--- src/rtl/bitwise_logic_pkg.sv ---
// Shared op codes and FSM encoding for the bitwise logic unit.
package bitwise_logic_pkg;

    localparam logic [2:0] OP_AND  = 3'b000;
    localparam logic [2:0] OP_OR   = 3'b001;
    localparam logic [2:0] OP_NOR  = 3'b010;
    localparam logic [2:0] OP_XOR  = 3'b011;
    localparam logic [2:0] OP_NAND = 3'b100;
    localparam logic [2:0] OP_XNOR = 3'b101;
    localparam logic [2:0] OP_PASS = 3'b110;
    localparam logic [2:0] OP_NOT  = 3'b111;

    typedef enum logic [1:0] {
        IDLE = 2'b00,
        RUN  = 2'b01,
        DONE = 2'b10
    } state_t;

endpackage

--- src/rtl/bitwise_logic_if.sv ---
// Request/response handshake bundle for the bitwise logic unit.
interface bitwise_logic_if #(
    parameter int WIDTH = 32
);
    logic             in_valid;
    logic             in_ready;
    logic [2:0]       op;
    logic [WIDTH-1:0] a;
    logic [WIDTH-1:0] b;
    logic             out_valid;
    logic             out_ready;
    logic [WIDTH-1:0] result;
    logic             zero;

    modport master (
        output in_valid, op, a, b, out_ready,
        input  in_ready, out_valid, result, zero
    );

    modport slave (
        input  in_valid, op, a, b, out_ready,
        output in_ready, out_valid, result, zero
    );
endinterface

--- src/rtl/logic_slice.sv ---
// Combinational bitwise operator for one slice of the operands.
import bitwise_logic_pkg::*;

module logic_slice #(
    parameter int SLICE = 8
) (
    input  logic [2:0]       op,
    input  logic [SLICE-1:0] a_s,
    input  logic [SLICE-1:0] b_s,
    output logic [SLICE-1:0] y_s
);
    always_comb begin
        y_s = '0;
        case (op)
            OP_AND:  y_s = a_s & b_s;
            OP_OR:   y_s = a_s | b_s;
            OP_NOR:  y_s = ~(a_s | b_s);
            OP_XOR:  y_s = a_s ^ b_s;
            OP_NAND: y_s = ~(a_s & b_s);
            OP_XNOR: y_s = ~(a_s ^ b_s);
            OP_PASS: y_s = a_s;
            OP_NOT:  y_s = ~a_s;
            default: y_s = '0;
        endcase
    end
endmodule

--- src/rtl/bitwise_logic_unit.sv ---
// Multi-cycle bitwise logic unit: one SLICE-wide chunk per clock.
import bitwise_logic_pkg::*;

module bitwise_logic_unit #(
    parameter int WIDTH = 32,
    parameter int SLICE = 8
) (
    input logic            clk,
    input logic            rst_n,
    bitwise_logic_if.slave bus
);
    localparam int N  = WIDTH / SLICE;
    localparam int CW = (N > 1) ? $clog2(N) : 1;
    localparam logic [CW-1:0] LAST = CW'(N - 1);

    state_t           state;
    state_t           state_nx;
    logic [CW-1:0]    cnt;
    logic [2:0]       op_q;
    logic [WIDTH-1:0] a_q;
    logic [WIDTH-1:0] b_q;
    logic [WIDTH-1:0] res_q;
    logic [SLICE-1:0] a_s;
    logic [SLICE-1:0] b_s;
    logic [SLICE-1:0] y_s;

    assign a_s = a_q[int'(cnt)*SLICE +: SLICE];
    assign b_s = b_q[int'(cnt)*SLICE +: SLICE];

    logic_slice #(.SLICE(SLICE)) u_slice (
        .op  (op_q),
        .a_s (a_s),
        .b_s (b_s),
        .y_s (y_s)
    );

    always_ff @(posedge clk) begin
        if (!rst_n) state <= IDLE;
        else        state <= state_nx;
    end

    // Unused encoding 2'b11 falls into default and recovers to IDLE.
    always_comb begin
        state_nx = IDLE;
        case (state)
            IDLE: state_nx = bus.in_valid ? RUN : IDLE;
            RUN:  state_nx = (cnt == LAST) ? DONE : RUN;
            DONE: state_nx = bus.out_ready ? IDLE : DONE;
            default: state_nx = IDLE;
        endcase
    end

    always_ff @(posedge clk) begin
        if (!rst_n) begin
            cnt   <= '0;
            op_q  <= '0;
            a_q   <= '0;
            b_q   <= '0;
            res_q <= '0;
        end else begin
            case (state)
                IDLE: if (bus.in_valid) begin
                    cnt   <= '0;
                    op_q  <= bus.op;
                    a_q   <= bus.a;
                    b_q   <= bus.b;
                    res_q <= '0;
                end
                RUN: begin
                    res_q[int'(cnt)*SLICE +: SLICE] <= y_s;
                    if (cnt != LAST) cnt <= cnt + CW'(1);
                end
                default: ;
            endcase
        end
    end

    assign bus.in_ready  = (state == IDLE);
    assign bus.out_valid = (state == DONE);
    assign bus.result    = res_q;
    assign bus.zero      = (res_q == '0);
endmodule

--- src/flat_wrapper.sv ---
// flat-port wrapper written by rule: the top's interface ports become plain ports
module bitwise_logic_unit_flat 
#(
    parameter int WIDTH = 32,
    parameter int SLICE = 8
)
  (clk, rst_n, bus_in_valid, bus_op, bus_a, bus_b, bus_out_ready, bus_in_ready, bus_out_valid, bus_result, bus_zero);
  bitwise_logic_if #(.WIDTH(WIDTH)) bus_i ();
  input logic clk;
  input logic rst_n;
  input wire logic [$bits(bus_i.in_valid)-1:0] bus_in_valid;
  input wire logic [$bits(bus_i.op)-1:0] bus_op;
  input wire logic [$bits(bus_i.a)-1:0] bus_a;
  input wire logic [$bits(bus_i.b)-1:0] bus_b;
  input wire logic [$bits(bus_i.out_ready)-1:0] bus_out_ready;
  output wire logic [$bits(bus_i.in_ready)-1:0] bus_in_ready;
  output wire logic [$bits(bus_i.out_valid)-1:0] bus_out_valid;
  output wire logic [$bits(bus_i.result)-1:0] bus_result;
  output wire logic [$bits(bus_i.zero)-1:0] bus_zero;
  assign bus_i.in_valid = bus_in_valid;
  assign bus_i.op = bus_op;
  assign bus_i.a = bus_a;
  assign bus_i.b = bus_b;
  assign bus_i.out_ready = bus_out_ready;
  assign bus_in_ready = bus_i.in_ready;
  assign bus_out_valid = bus_i.out_valid;
  assign bus_result = bus_i.result;
  assign bus_zero = bus_i.zero;
  bitwise_logic_unit #(.WIDTH(WIDTH), .SLICE(SLICE)) u_core (.clk(clk), .rst_n(rst_n), .bus(bus_i));
endmodule
--- config.mk ---
export PLATFORM = sky130hd
export DESIGN_NAME = bitwise_logic_unit_flat
export DESIGN_NICKNAME = d
export VERILOG_FILES = /design/src/rtl/bitwise_logic_pkg.sv /design/src/rtl/bitwise_logic_if.sv /design/src/rtl/logic_slice.sv /design/src/rtl/bitwise_logic_unit.sv /design/src/flat_wrapper.sv
export SDC_FILE = /design/constraint.sdc
export NUM_CORES = 1
export LEC_CHECK = 0
export BUFFER_PORTS_ARGS = -buffer_cell sky130_fd_sc_hd__buf_2
export CORE_MARGIN = 8
export CORE_UTILIZATION = 30
export CTS_CLUSTER_SIZE = 30
export DETAILED_ROUTE_END_ITERATION = 8
export GPL_TIMING_DRIVEN = 0
export HOLD_SLACK_MARGIN = 0.15
export PLACE_DENSITY = 0.6
export REMOVE_ABC_BUFFERS = 1
export SLEW_MARGIN = 0
export SYNTH_ARGS = -nofsm -noshare
export SYNTH_HDL_FRONTEND = slang
export SYNTH_SLANG_ARGS = --single-unit
--- constraint.sdc ---
create_clock -name clk -period 6 [get_ports clk]
set_input_delay 0.9 -clock clk [delete_from_list [all_inputs] [get_ports clk]]
set_output_delay 0.9 -clock clk [all_outputs]
set_load 0.01 [all_outputs]
# Word-level counts from Yosys, hierarchy flattened
# Index checks and enable logic that the tools add are counted.
[op_classes]
n_reduce_logical = 7
shift = 4
bitwise = 7
n_mux = 11
eq_ne = 13
add_sub_neg = 2
[ops]
columns = ["cell", "n"]
rows = [
  ["case mux 32 bit (2 select lines)", 1],
  ["case mux 8 bit (8 select lines)", 1],
  ["indexed part select 32 x 6 -> 8 bit", 2],
  ["negator 5 -> 33 bit", 1],
  ["variable shift 8 x 33 -> 32 bit, first input constant", 1],
  ["indexed part select 8 x 33 -> 32 bit", 1],
  ["bitwise mux 32 bit", 1],
  ["zero test 32 bit", 1],
  ["two-way mux 32 bit", 1],
  ["NOT 8 bit", 4],
  ["equality test 3 bit, second input constant", 4],
  ["AND 8 bit", 1],
  ["two-way mux 2 bit", 4],
  ["bitwise OR 8 bit", 1],
  ["bitwise XOR 8 bit", 1],
  ["equality test 3 x 2 -> 1 bit, second input constant", 2],
  ["case mux 2 bit (3 select lines)", 1],
  ["equality test 2 bit, second input constant", 2],
  ["inequality test 2 bit, second input constant", 2],
  ["case mux 2 bit (2 select lines)", 1],
  ["AND reduction 2 bit", 2],
  ["equality test 3 x 1 -> 1 bit, second input constant", 1],
  ["zero test 3 bit", 1],
  ["AND reduction 3 bit", 1],
  ["other kinds (6)", 6],
]
[totals]
inputBits = 71
output_inout_bits = 35
regBits = 103

# Logic depth before layout (Yosys ltp)
# Gate-level depths: netlist (run 1).
[logic_depth]
ltp_word = 7
depth_mapped = 12
ltp_nobuf = 10

# Modules after synthesis
# Synthesis (run 1) repeated with hierarchy kept, for this count alone.
[unflattened]
hier_cells = 559
area_unflattened_um2 = 5142.4
[modules_own_cells]
columns = ["module", "cells_each", "instances", "seq_area_each_um2", "area_per_inst_um2"]
rows = [
  ["bitwise_logic_unit", 437, 1, 2062.0, 4297.9],
  ["logic_slice", 122, 1, 0.0, 844.6],
]

# Least setup slack after synthesis (run 1)
# Ideal clock, no wire load.
[synth_timing]
path_kind = "reg2reg"
start = "register u_core.cnt[0]"
end = "register u_core.res_q[14] (netlist: u_core.bus.result[14])"
arrival_time_ps = 2535
setup_slack_ps = 3337
setup_ps = 128
required_ps = 5872
stages_incl_launch_ff = 12
cell_sequence = "dfxtp_1 > buf_6 > buf_12 > buf_4 > mux4_2 > inv_2 > ha_1 > mux2_2 > o22ai_1 > o32a_1 > a311oi_2 > o21ai_1"
[synth_between]
elab_chain_len = 7
word_cells_on_any_way = 15
[synth_lines]
columns = ["element", "line_no", "source"]
rows = [
  ["start, declared", "bitwise_logic_unit.sv:18", "logic [CW-1:0] cnt;"],
  ["start signal, assigned", "bitwise_logic_unit.sv:71", "if (cnt != LAST) cnt <= cnt + CW'(1);"],
  ["indexed part select 32 x 6 -> 8 bit (on tied branches)", "bitwise_logic_unit.sv:27, bitwise_logic_unit.sv:28", ""],
  ["bitwise XOR 8 bit (tied with other cells)", "logic_slice.sv:18, logic_slice.sv:20", ""],
  ["NOT 8 bit (on tied branches)", "logic_slice.sv:20, logic_slice.sv:17, logic_slice.sv:19", ""],
  ["case mux 8 bit (8 select lines)", "logic_slice.sv:14", "case (op)"],
  ["indexed part select 8 x 33 -> 32 bit", "bitwise_logic_unit.sv:70", "res_q[int'(cnt)*SLICE +: SLICE] <= y_s;"],
  ["bitwise mux 32 bit *", "bitwise_logic_unit.sv:70", ""],
  ["case mux 32 bit (2 select lines) *", "bitwise_logic_unit.sv:61", "case (state)"],
  ["end signal, assigned by index", "bitwise_logic_unit.sv:70", ""],
  ["end, declared", "bitwise_logic_unit.sv:22", "logic [WIDTH-1:0] res_q;"],
]
# Every way passes the cells marked *; elsewhere a longest branch is shown, timed or not.
# A chain may end at the register's enable or synchronous reset.

# Worst setup path after layout (run 1)
[layout_timing]
start = "register u_core.cnt[1]"
end = "register u_core.res_q[7] (netlist: u_core.bus.result[7])"
# Same word-level chain as after synthesis.

==> results.md, run 1 <==
* P&R area growth vs syn at 19.6%
* Htree depth at 3
* Sink Count at 103
* Yosys reg bits at 103
* Comb power frac at 14.8%
* CTS max path bufs at 2
* DRC viols at 0
* Req. time, crit path at 6.22 ns
* Antenna-violating nets left at 0
* MaxCap Viol Count at 0
* Leak at 2.49 nW
* CP endpoint kind: register
* All-Layer GR Usage at 12.2%
* Pre-antenna DRT Iters at 4
* Fmax at 326 MHz
* Worst setup SP type: register
* Worst slew margin at 13.9%
* Pint at 1.18 mW
* Initial antenna violation count at 0
* Pin count of the biggest net entering global routing at 72
* Post-synthesis cell area at 5050 um2
* Post-cts sizing count at 0
* DP HPWL at 9280 um
* N_diodes at 0
* Worst-path cell chain: mux4_2, inv_1, ha_1, mux2_1, o22ai_1, o32a_1, a311oi_2, o21ai_1
* Post-route minimum period at 3.07 ns
* CP peak stage delay at 0.80 ns
* Gate Count Post-Synth at 608
* Row cnt at 47
* Pre-CTS setup slack at 2.47 ns
* Area of the core at 16,500 um2
* Final nets at 778
* Setup WS post-layout at 2.93 ns
* Setup bufs post-CTS at 0
* RSZ-0062 raised after global routing: false
* Gr ovfl total at 0
* TritonCTS Buffers at 9
* First-iteration detailed-routing DRC count at 207
* Worst slew pin tran at 1.29 ns
* Vias in the first global route at 4,120
* # IOs at 106
* Die area at 21,300 um2
* Ys async rst share at 0%
* Register area share after synthesis at 40.8%
* First-pass GRT wire length at 21,100 um
* Clk_lat worst skew at 0.35 ns
* Via/cell ratio at 4.74
* Yosys cell types at 43
* Syn_area_per_cell at 8.31 um2
* Switch Pwr at 418 uW
* Final hold vios at 0
* Slowest CP cell: dfxtp_2
* Final period util at 51.2%
* CTS clk-pin slew, worst paths at 0.07 ns
* Crit path DAT at 3.28 ns
* Outcome: finished, final reports clean
* Total Wirelength at 13,300 um
* Filler cell count at 1,747
* Die W at 146 um
* Via count at 4,326
* Yosys warnings at 0
* Post-synth EDFFs at 0
* Pwr Density at 265 nW/um2
* Critical Setup Path Class: register to register
* CTS tree: done
* Clock power frac at 38.9%
* Clock Tree Root: clkbuf_16
* Die height at 146 um
* Sw frac at 26.1%
* Overall Power at 1.60 mW
* Drt wl/cell at 14.6 um
* Setup TNS Final at 0 ns
* Share of cells above drive strength 1 at 24.4%
* IO buf count at 105
* Crit path max fanout at 31
* CP top delay family: compound AO/OA/AOI/OAI gates
* Starting density of the core at 30.6%
* Seq pwr share at 46.3%
* VDD IR-drop max at 186 uV
* WP buf/inv at 1
* Max Slew Vio Count at 0
* Placer Congestion at 0.728
* Main synth FF type: dfxtp_1
* Post-CTS Hold Fix Bufs at 0
* Hold WC Path Type: register to register
* Setup violators final at 0
* Setup Skew at 0.00729 ns
-- cell type report --
cell class	count	area (um2)	share of cell area, %
Multi-Input combinational cell	446	2730	45.2
Sequential cell	103	2060	34.2
Timing Repair Buffer	108	586	9.69
Tap cell	220	275	4.55
Clock buffer	10	229	3.79
Clock inverter	6	85.1	1.41
Inverter	19	71.3	1.18
-- cell families after synthesis --
| group | after synthesis | share of synthesized area [%] |
|---|---|---|
| fa+ha+maj | 20 | 4.95 |
| xor+xnor | 1 | 0.173 |
| simple gates | 238 | 19.8 |
| compound gates | 142 | 16.9 |
| buf+inv | 59 | 5.35 |
| flops | 103 | 40.8 |
| mux | 45 | 12.0 |
-- worst min-delay path, stage by stage, from the launching register on --
cell and delay [ns]:
dfxtp_1 0.31, nand2_1 0.05, a21oi_1 0.05
-- path summary, 6_finish.rpt --
| path | startpoint | endpoint | slack [ns] | depth (start not counted) |
|---|---|---|---|---|
| setup / recovery | u_core.cnt[1] | u_core.bus.result[7] | 2.93 | 8 |
| hold / removal | u_core.a_q[28] | u_core.a_q[28] | 0.45 | 2 |
| setup reg to reg | u_core.cnt[1] | u_core.bus.result[7] | 2.93 | 8 |
| hold reg to reg | u_core.a_q[28] | u_core.a_q[28] | 0.45 | 2 |
-- power by group through the flow --
stage / Combinational [mW] / Clock [mW] / Sequential, mW
after floorplan: 0.155 / 0 / 0.754
after CTS: 0.241 / 0.643 / 0.740
final: 0.236 / 0.622 / 0.740
after global placement: 0.229 / 0 / 0.762
after detailed placement: 0.240 / 0 / 0.756
after global routing: 0.264 / 0.670 / 0.745
-- state kept, by name, indices dropped and copies added, names as in the netlist --
signal             cells
u_core.b_q            32
u_core.state           2
u_core.op_q            3
u_core.cnt             2
u_core.a_q            32
u_core.bus.result     32
-- Yosys cell counts, types with 2 or more instances --
master	n	area share (%)
nand2_1	175	13
dfxtp_1	103	41
a21oi_1	73	7.2
o21ai_1	32	3.2
clkbuf_1	28	2.1
ha_1	20	5.0
mux2i_1	19	3.8
nor2_1	17	1.3
nor3_1	17	1.7
mux2_2	11	2.5
inv_1	10	0.74
inv_2	9	0.67
mux4_2	9	4.0
a311oi_2	8	2.4
nor4_1	8	0.99
o21ai_0	7	0.69
o22ai_1	7	0.87
o32a_1	7	1.4
buf_2	5	0.49
nand3b_1	5	0.74
nor2b_1	5	0.62
o21a_1	4	0.59
buf_4	3	0.45
buf_6	2	0.45
mux2_4	2	0.59
mux2i_2	2	0.54
nand3_1	2	0.20
nand4_1	2	0.25
nor3b_1	2	0.30
-- through the flow --
| stage | cell area [um2] | hold WS [ns] | std cells | utilization [%] |
|---|---|---|---|---|
| global placement | 5660 | 0.439 | 893 | 34.2 |
| finish | 6040 | 0.453 | 912 | 36.6 |
| global route | 6040 | 0.470 | 912 | 36.6 |
| detailed placement | 5730 | 0.445 | 896 | 34.7 |
| CTS | 6040 | 0.454 | 912 | 36.6 |
| floorplan | 4860 | 0.433 | 568 | - |
-- layout by cell type, fill, tap and decap left out, drive strengths merged, types with 2 or more instances in the layout --
| cell type | count |
|---|---|
| a21oi | 73 |
| a311oi | 8 |
| buf | 108 |
| bufinv | 2 |
| clkbuf | 10 |
| clkinv | 2 |
| clkinvlp | 2 |
| dfxtp | 103 |
| ha | 20 |
| inv | 19 |
| mux2 | 14 |
| mux2i | 22 |
| mux4 | 9 |
| nand2 | 175 |
| nand3 | 2 |
| nand3b | 5 |
| nand4 | 2 |
| nor2 | 17 |
| nor2b | 5 |
| nor3 | 17 |
| nor3b | 2 |
| nor4 | 8 |
| o21a | 4 |
| o21ai | 39 |
| o22ai | 7 |
| o32a | 7 |
-- metal layers --
layer	wire length [um]	share of wire (%)	track usage (%)
met1	6450	49	15.9
met2	6030	45	18.7
met3	708	5.3	4.70
met4	83	0.63	3.07
met5	0	0	0
(Power assumes the default switching activity.)
==> run 2, diff against run 1 <==
Settings changed: ABC_AREA from default to 1.
Clock period 6 ns to 3.1 ns, I/O delays scaled along.
==> results.md, run 2 <==
* DP HPWL at 10,300 um
* Drt wl/cell at 13.4 um
* Setup bufs post-CTS at 0
* Ranking of synthesized cells by area: dfxtp_1 (38%), nand2_1 (11%), nor2_1 (10%), o21ai_0 (7.1%), nand3_1 (5.0%)
* Gate Count Post-Synth at 778
* Post-route minimum period at 2.70 ns
* Row cnt at 49
* Worst-path cell chain: buf_16, inv_6, nand2_1, a32oi_1, inv_1, ha_1, nand4_1, nand3_1, nor2_1, nand2_1, nand2_1, nor2_2, nand3_1, a21oi_1
* Starting density of the core at 30.2%
* CTS clk-pin slew, worst paths at 0.07 ns
* Post-synthesis cell area at 5370 um2
* Via/cell ratio at 4.62
* Pre-antenna DRT Iters at 4
* Placer Congestion at 0.837
* CTS max path bufs at 2
* WP buf/inv at 3
* Overall Power at 3.38 mW
* Filler cell count at 1,984
* Sw frac at 33.4%
* First-pass GRT wire length at 23,900 um
* Leak at 2.79 nW
* FF-to-FF Start: u_core.cnt[0]
* DRC viols at 0
* Sink Count at 103
* Setup Skew at 0.00614 ns
* Outcome: finished, final reports clean
* Comb power frac at 23.6%
* Area of the core at 17,800 um2
* TritonCTS Buffers at 9
* CP peak stage delay at 0.46 ns
* Crit path capture: u_core.bus.result[13]
* Antenna-violating nets left at 0
* Total Wirelength at 14,600 um
* Yosys cell types at 29
* Seq pwr share at 44.2%
* Share of cells above drive strength 1 at 19.6%
* Cell taking the most area after synthesis: dfxtp_1
* Reg2Reg Setup Slack at 0.40 ns
* WP depth at 14
* Yosys warnings at 0
* Commonest non-fill, non-tap cell in the layout: nand2_1
* CP top delay family: simple AND/OR/NAND/NOR gates
* Final period util at 87.2%
* Crit path max fanout at 36
* Seq. cell area at 2070 um2
* Most frequent cells in the layout: nand2_1 (154), nor2_1 (144), buf_2 (105)
* Via count at 5,022
* Final nets at 944
* Vias in the first global route at 4,745
* Top-area cell type share of the netlist area at 38.4%
* Ys async rst share at 0%
* CTS tree: done
* Die W at 150 um
* IO buf count at 105
* Htree depth at 3
* N_diodes at 0
* Clock Tree Root: clkbuf_16
* Multi-input gate area at 2820 um2
* Critical path's most frequent cell: nand2_1
* Initial antenna violation count at 0
* P&R area growth vs syn at 17.1%
* Final hold vios at 0
* Worst slew margin at 32.6%
* Pwr Density at 538 nW/um2
* Req. time, crit path at 3.36 ns
* Final cell count without fillers at 1,087
* VDD IR-drop max at 312 uV
* Worst setup SP type: register
* Pin count of the biggest net entering global routing at 70
* Crit path DAT at 2.96 ns
* Hold WC Path Type: primary input to register
* Main synth FF type: dfxtp_1
* Slowest CP cell: dfxtp_4
* Switch Pwr at 1.13 mW
* Syn_area_per_cell at 6.90 um2
* Crit path launch: u_core.cnt[0]
* Count leader, synth: nand2_1
* Setup violators final at 0
* Worst slew pin tran at 1.01 ns
* Dpl cells at 1,071
* Critical Setup Path Class: register to register
* Register area share after synthesis at 38.4%
* Clk_lat worst skew at 0.36 ns
* Most frequent cells after synthesis: nand2_1 (155), nor2_1 (144), dfxtp_1 (103), o21ai_0 (76), nand3_1 (54)
* MaxCap Viol Count at 0
* Die area at 22,400 um2
* RSZ-0062 raised after global routing: false
* Gr ovfl total at 0
* Pint at 2.25 mW
* Clock power frac at 32.2%
* First-iteration detailed-routing DRC count at 239
* CP endpoint kind: register
* Die height at 150 um
* Fmax at 370 MHz
* Worst R2R End: u_core.bus.result[13]
* # IOs at 106
* Max Slew Vio Count at 0
* Post-synth EDFFs at 0
* Yosys reg bits at 103
* All-Layer GR Usage at 13.3%
* FF-to-FF path depth at 14
-- run 2: changes by cell type in the layout (fill, tap and decap cells not counted), moves of 17 or more --
cell     delta
a21oi_1    -26
inv_1      +41
mux2i_1    -19
nand2_1    -21
nand3_1    +52
nor2_1    +127
nor3_1     -17
o21ai_0    +69
o21ai_1    -24
-- run 2: logic make-up after synthesis --
group | share of synthesized area (%)
and+or+nand+nor | 33.8
AOI/OAI and AO/OA | 13.8
buffers and inverters | 9.37
DFF | 38.4
adders and majority gates | 4.66
-- run 2: worst min-delay path by stage --
stage                    from              to  cells after the start
2_1_floorplan  u_core.a_q[31]  u_core.a_q[31]                      2
3_3_place_gp    u_core.a_q[5]   u_core.a_q[5]                      2
3_5_place_dp   u_core.b_q[10]  u_core.b_q[10]                      2
5_1_grt             bus_b[13]  u_core.b_q[13]                      3
4_1_cts             bus_b[13]  u_core.b_q[13]                      3
6_report            bus_b[13]  u_core.b_q[13]                      3
-- run 2: worst reg2reg max path, delay by kind of cell, from the launching register on --
family | cells | cell delay (ns)
AND/OR/NAND/NOR | 8 | 0.86
AO/OA/AOI/OAI | 2 | 0.45
adder cells (fa/ha/maj) | 1 | 0.30
flip-flops | 1 | 0.46
buffers and inverters | 3 | 0.54
-- run 2: layout make-up --
cell class / instances / area share, %
Tap cell: 229 / 4.56
Multi-Input combinational cell: 570 / 44.9
Timing Repair Buffer: 108 / 9.43
Clock inverter: 6 / 0.816
Inverter: 61 / 3.76
Sequential cell: 103 / 32.9
Clock buffer: 10 / 3.64
-- run 2: metrics by stage --
| step | area, um2 | worst slack, ns | TNS (ns) | hold WS, ns | util [%] |
|---|---|---|---|---|---|
| 2_1_floorplan | 5100 | -0.0461 | -0.0923 | 0.455 | - |
| 3_3_place_gp | 5920 | -1.92 | -113.51 | 0.463 | 33.3 |
| 3_5_place_dp | 5990 | 0.137 | 0 | 0.470 | 33.7 |
| 4_1_cts | 6270 | 0.160 | 0 | 0.321 | 35.2 |
| 5_1_grt | 6290 | 0.117 | 0 | 0.326 | 35.4 |
| 6_report | 6290 | 0.398 | 0 | 0.334 | 35.4 |
-- run 2: repair_timing --
item                                    4_1_cts  5_1_grt
hold buffers                                  0        0
endpoints found under the setup margin        0        9
resized for setup                             0        4
-- run 2: power by group through the flow --
stage | clock [mW] | combinational, mW | sequential, mW
after floorplan | 0 | 0.551 | 1.51
after global placement | 0 | 0.771 | 1.53
after detailed placement | 0 | 0.803 | 1.53
after CTS | 1.14 | 0.806 | 1.49
after global routing | 1.19 | 0.929 | 1.51
final | 1.09 | 0.797 | 1.50
-- run 2: layer usage --
| metal | share of wire (%) | GRT usage (%) | vias to the layer above | wire length (um) |
|---|---|---|---|---|
| met5 | 0 | 0 | - | 0 |
| met4 | 0.75 | 2.25 | 0 | 110 |
| met3 | 6.2 | 4.20 | 9 | 899 |
| met2 | 45 | 20.9 | 116 | 6540 |
| met1 | 48 | 17.6 | 2215 | 7040 |
| li1 | - | - | 2682 | - |
==> run 3, diff against run 2 <==
Settings changed: GPL_TIMING_DRIVEN 0 to default.
==> results.md, run 3 (synthesis gave the netlist of run 2 again) <==
* Outcome: finished, final reports clean
* Via count at 5,039
* First-pass GRT wire length at 24,100 um
* TritonCTS Buffers at 9
* Worst slew margin at 54.2%
* Die area at 22,400 um2
* Req. time, crit path at 3.39 ns
* Leak at 2.81 nW
* Pre-antenna DRT Iters at 4
* Area of the core at 17,800 um2
* Critical path's most frequent cell: nand2_1
* Final cell count without fillers at 1,091
* Worst slew pin tran at 0.687 ns
* Drt wl/cell at 13.4 um
* CP endpoint kind: register
* All-Layer GR Usage at 13.2%
* Row cnt at 49
* Clock Tree Root: clkbuf_16
* Commonest non-fill, non-tap cell in the layout: nand2_1
* Die W at 150 um
* Clock power frac at 35.2%
* Fmax at 402 MHz
* IO buf count at 105
* Die height at 150 um
* N_diodes at 0
* Pwr Density at 557 nW/um2
* Setup bufs post-CTS at 0
* CP peak stage delay at 0.53 ns
* First-iteration detailed-routing DRC count at 297
* Sink Count at 103
* CTS clk-pin slew, worst paths at 0.07 ns
* Via/cell ratio at 4.62
* Setup Skew at 0.00673 ns
* Comb power frac at 22.2%
* Htree depth at 3
* Dpl cells at 1,075
* Total Wirelength at 14,600 um
* DRC viols at 0
* Slowest CP cell: dfxtp_2
* Pin count of the biggest net entering global routing at 75
* CTS tree: done
* Worst setup SP type: register
* Worst-path cell chain: inv_6, nand2_1, a32oi_1, inv_1, ha_1, nand4_1, nand3_1, nor2_1, nand2_1, nand2_1, nor2_2, nand3_1, a21oi_1
* Antenna-violating nets left at 0
* Placer Congestion at 0.831
* Seq pwr share at 42.5%
* VDD IR-drop max at 294 uV
* Max Slew Vio Count at 0
* Post-route minimum period at 2.49 ns
* Crit path max fanout at 36
* Post-CTS Hold Fix Bufs at 0
* Clk_lat worst skew at 0.35 ns
* Final period util at 80.3%
* Switch Pwr at 1.09 mW
* MaxCap Viol Count at 0
* Post-cts sizing count at 0
* Vias in the first global route at 4,806
* Final hold vios at 0
* Final hold slack at 0.359 ns
* Initial antenna violation count at 0
* # IOs at 106
* P&R area growth vs syn at 17.2%
* RSZ-0062 raised after global routing: false
* Overall Power at 3.51 mW
* Final nets at 948
* Hold WC Path Type: primary input to register
* Pint at 2.41 mW
* Most frequent cells in the layout: nand2_1 (154), nor2_1 (144), buf_2 (105)
* Crit path DAT at 2.78 ns
* Sw frac at 31.1%
* Gr ovfl total at 0
* Setup violators final at 0
* DP HPWL at 10,800 um
* CTS max path bufs at 2
* Starting density of the core at 30.2%
* Critical Setup Path Class: register to register
* Share of cells above drive strength 1 at 19.6%
run 3: changes by cell type in the layout (fill, tap and decap cells not counted), moves of 2 or more:
cell / delta
buf_4: +7
inv_6: -3
a32oi_1: +2
a32oi_2: -2
buf_12: -2
bufinv_16: +2
run 3: power groups by stage:
stage          registers, mW  clock network, mW  logic (mW)
2_1_floorplan           1.51                  0       0.551
3_3_place_gp            1.52                  0       0.780
3_5_place_dp            1.52                  0       0.786
4_1_cts                 1.49               1.26       0.789
5_1_grt                 1.51               1.32       0.908
6_report                1.49               1.24       0.779
run 3: routing by layer:
metal,up-vias,track usage [%],routed length [um]
met5,-,0,0
met1,2219,17.9,7120
met2,119,20.4,6390
met3,10,3.78,990
met4,0,3.00,136
li1,2691,-,-
run 3: final timing paths:
kind | end | depth (start not counted) | from | slack [ns]
worst max register to register | u_core.bus.result[11] | 13 | u_core.cnt[0] | 0.61
worst min-delay path | u_core.a_q[1] | 3 | bus_a[1] | 0.36
worst max-delay path | u_core.bus.result[11] | 13 | u_core.cnt[0] | 0.61
worst min register to register | u_core.bus.result[31] | 2 | u_core.bus.result[31] | 0.48
run 3: final cells by class:
cell class	count	area, um2
clock inverters	5	81.3
repair buffers	112	578
well taps	229	287
multi-input cells	570	2810
flip-flops and latches	103	2060
inverters	61	236
clock buffers	11	243
fillers	1982	11500
run 3: stage by stage:
step           area (um2)  TNS [ns]  setup WS [ns]  util [%]
3_5_place_dp         5970         0          0.601      33.6
4_1_cts              6300         0          0.585      35.4
3_3_place_gp         5970         0          0.628      33.6
2_1_floorplan        5100   -0.0923        -0.0461         -
5_1_grt              6300         0          0.284      35.4
6_report             6300         0          0.610      35.4
run 3: worst max-delay path: cells and delay by family (launching register included):
family	cells	cell delay, ns
AOI/OAI and AO/OA	2	0.43
and+or+nand+nor	8	0.76
buffers and inverters	2	0.39
adders and majority gates	1	0.30
DFF	1	0.53
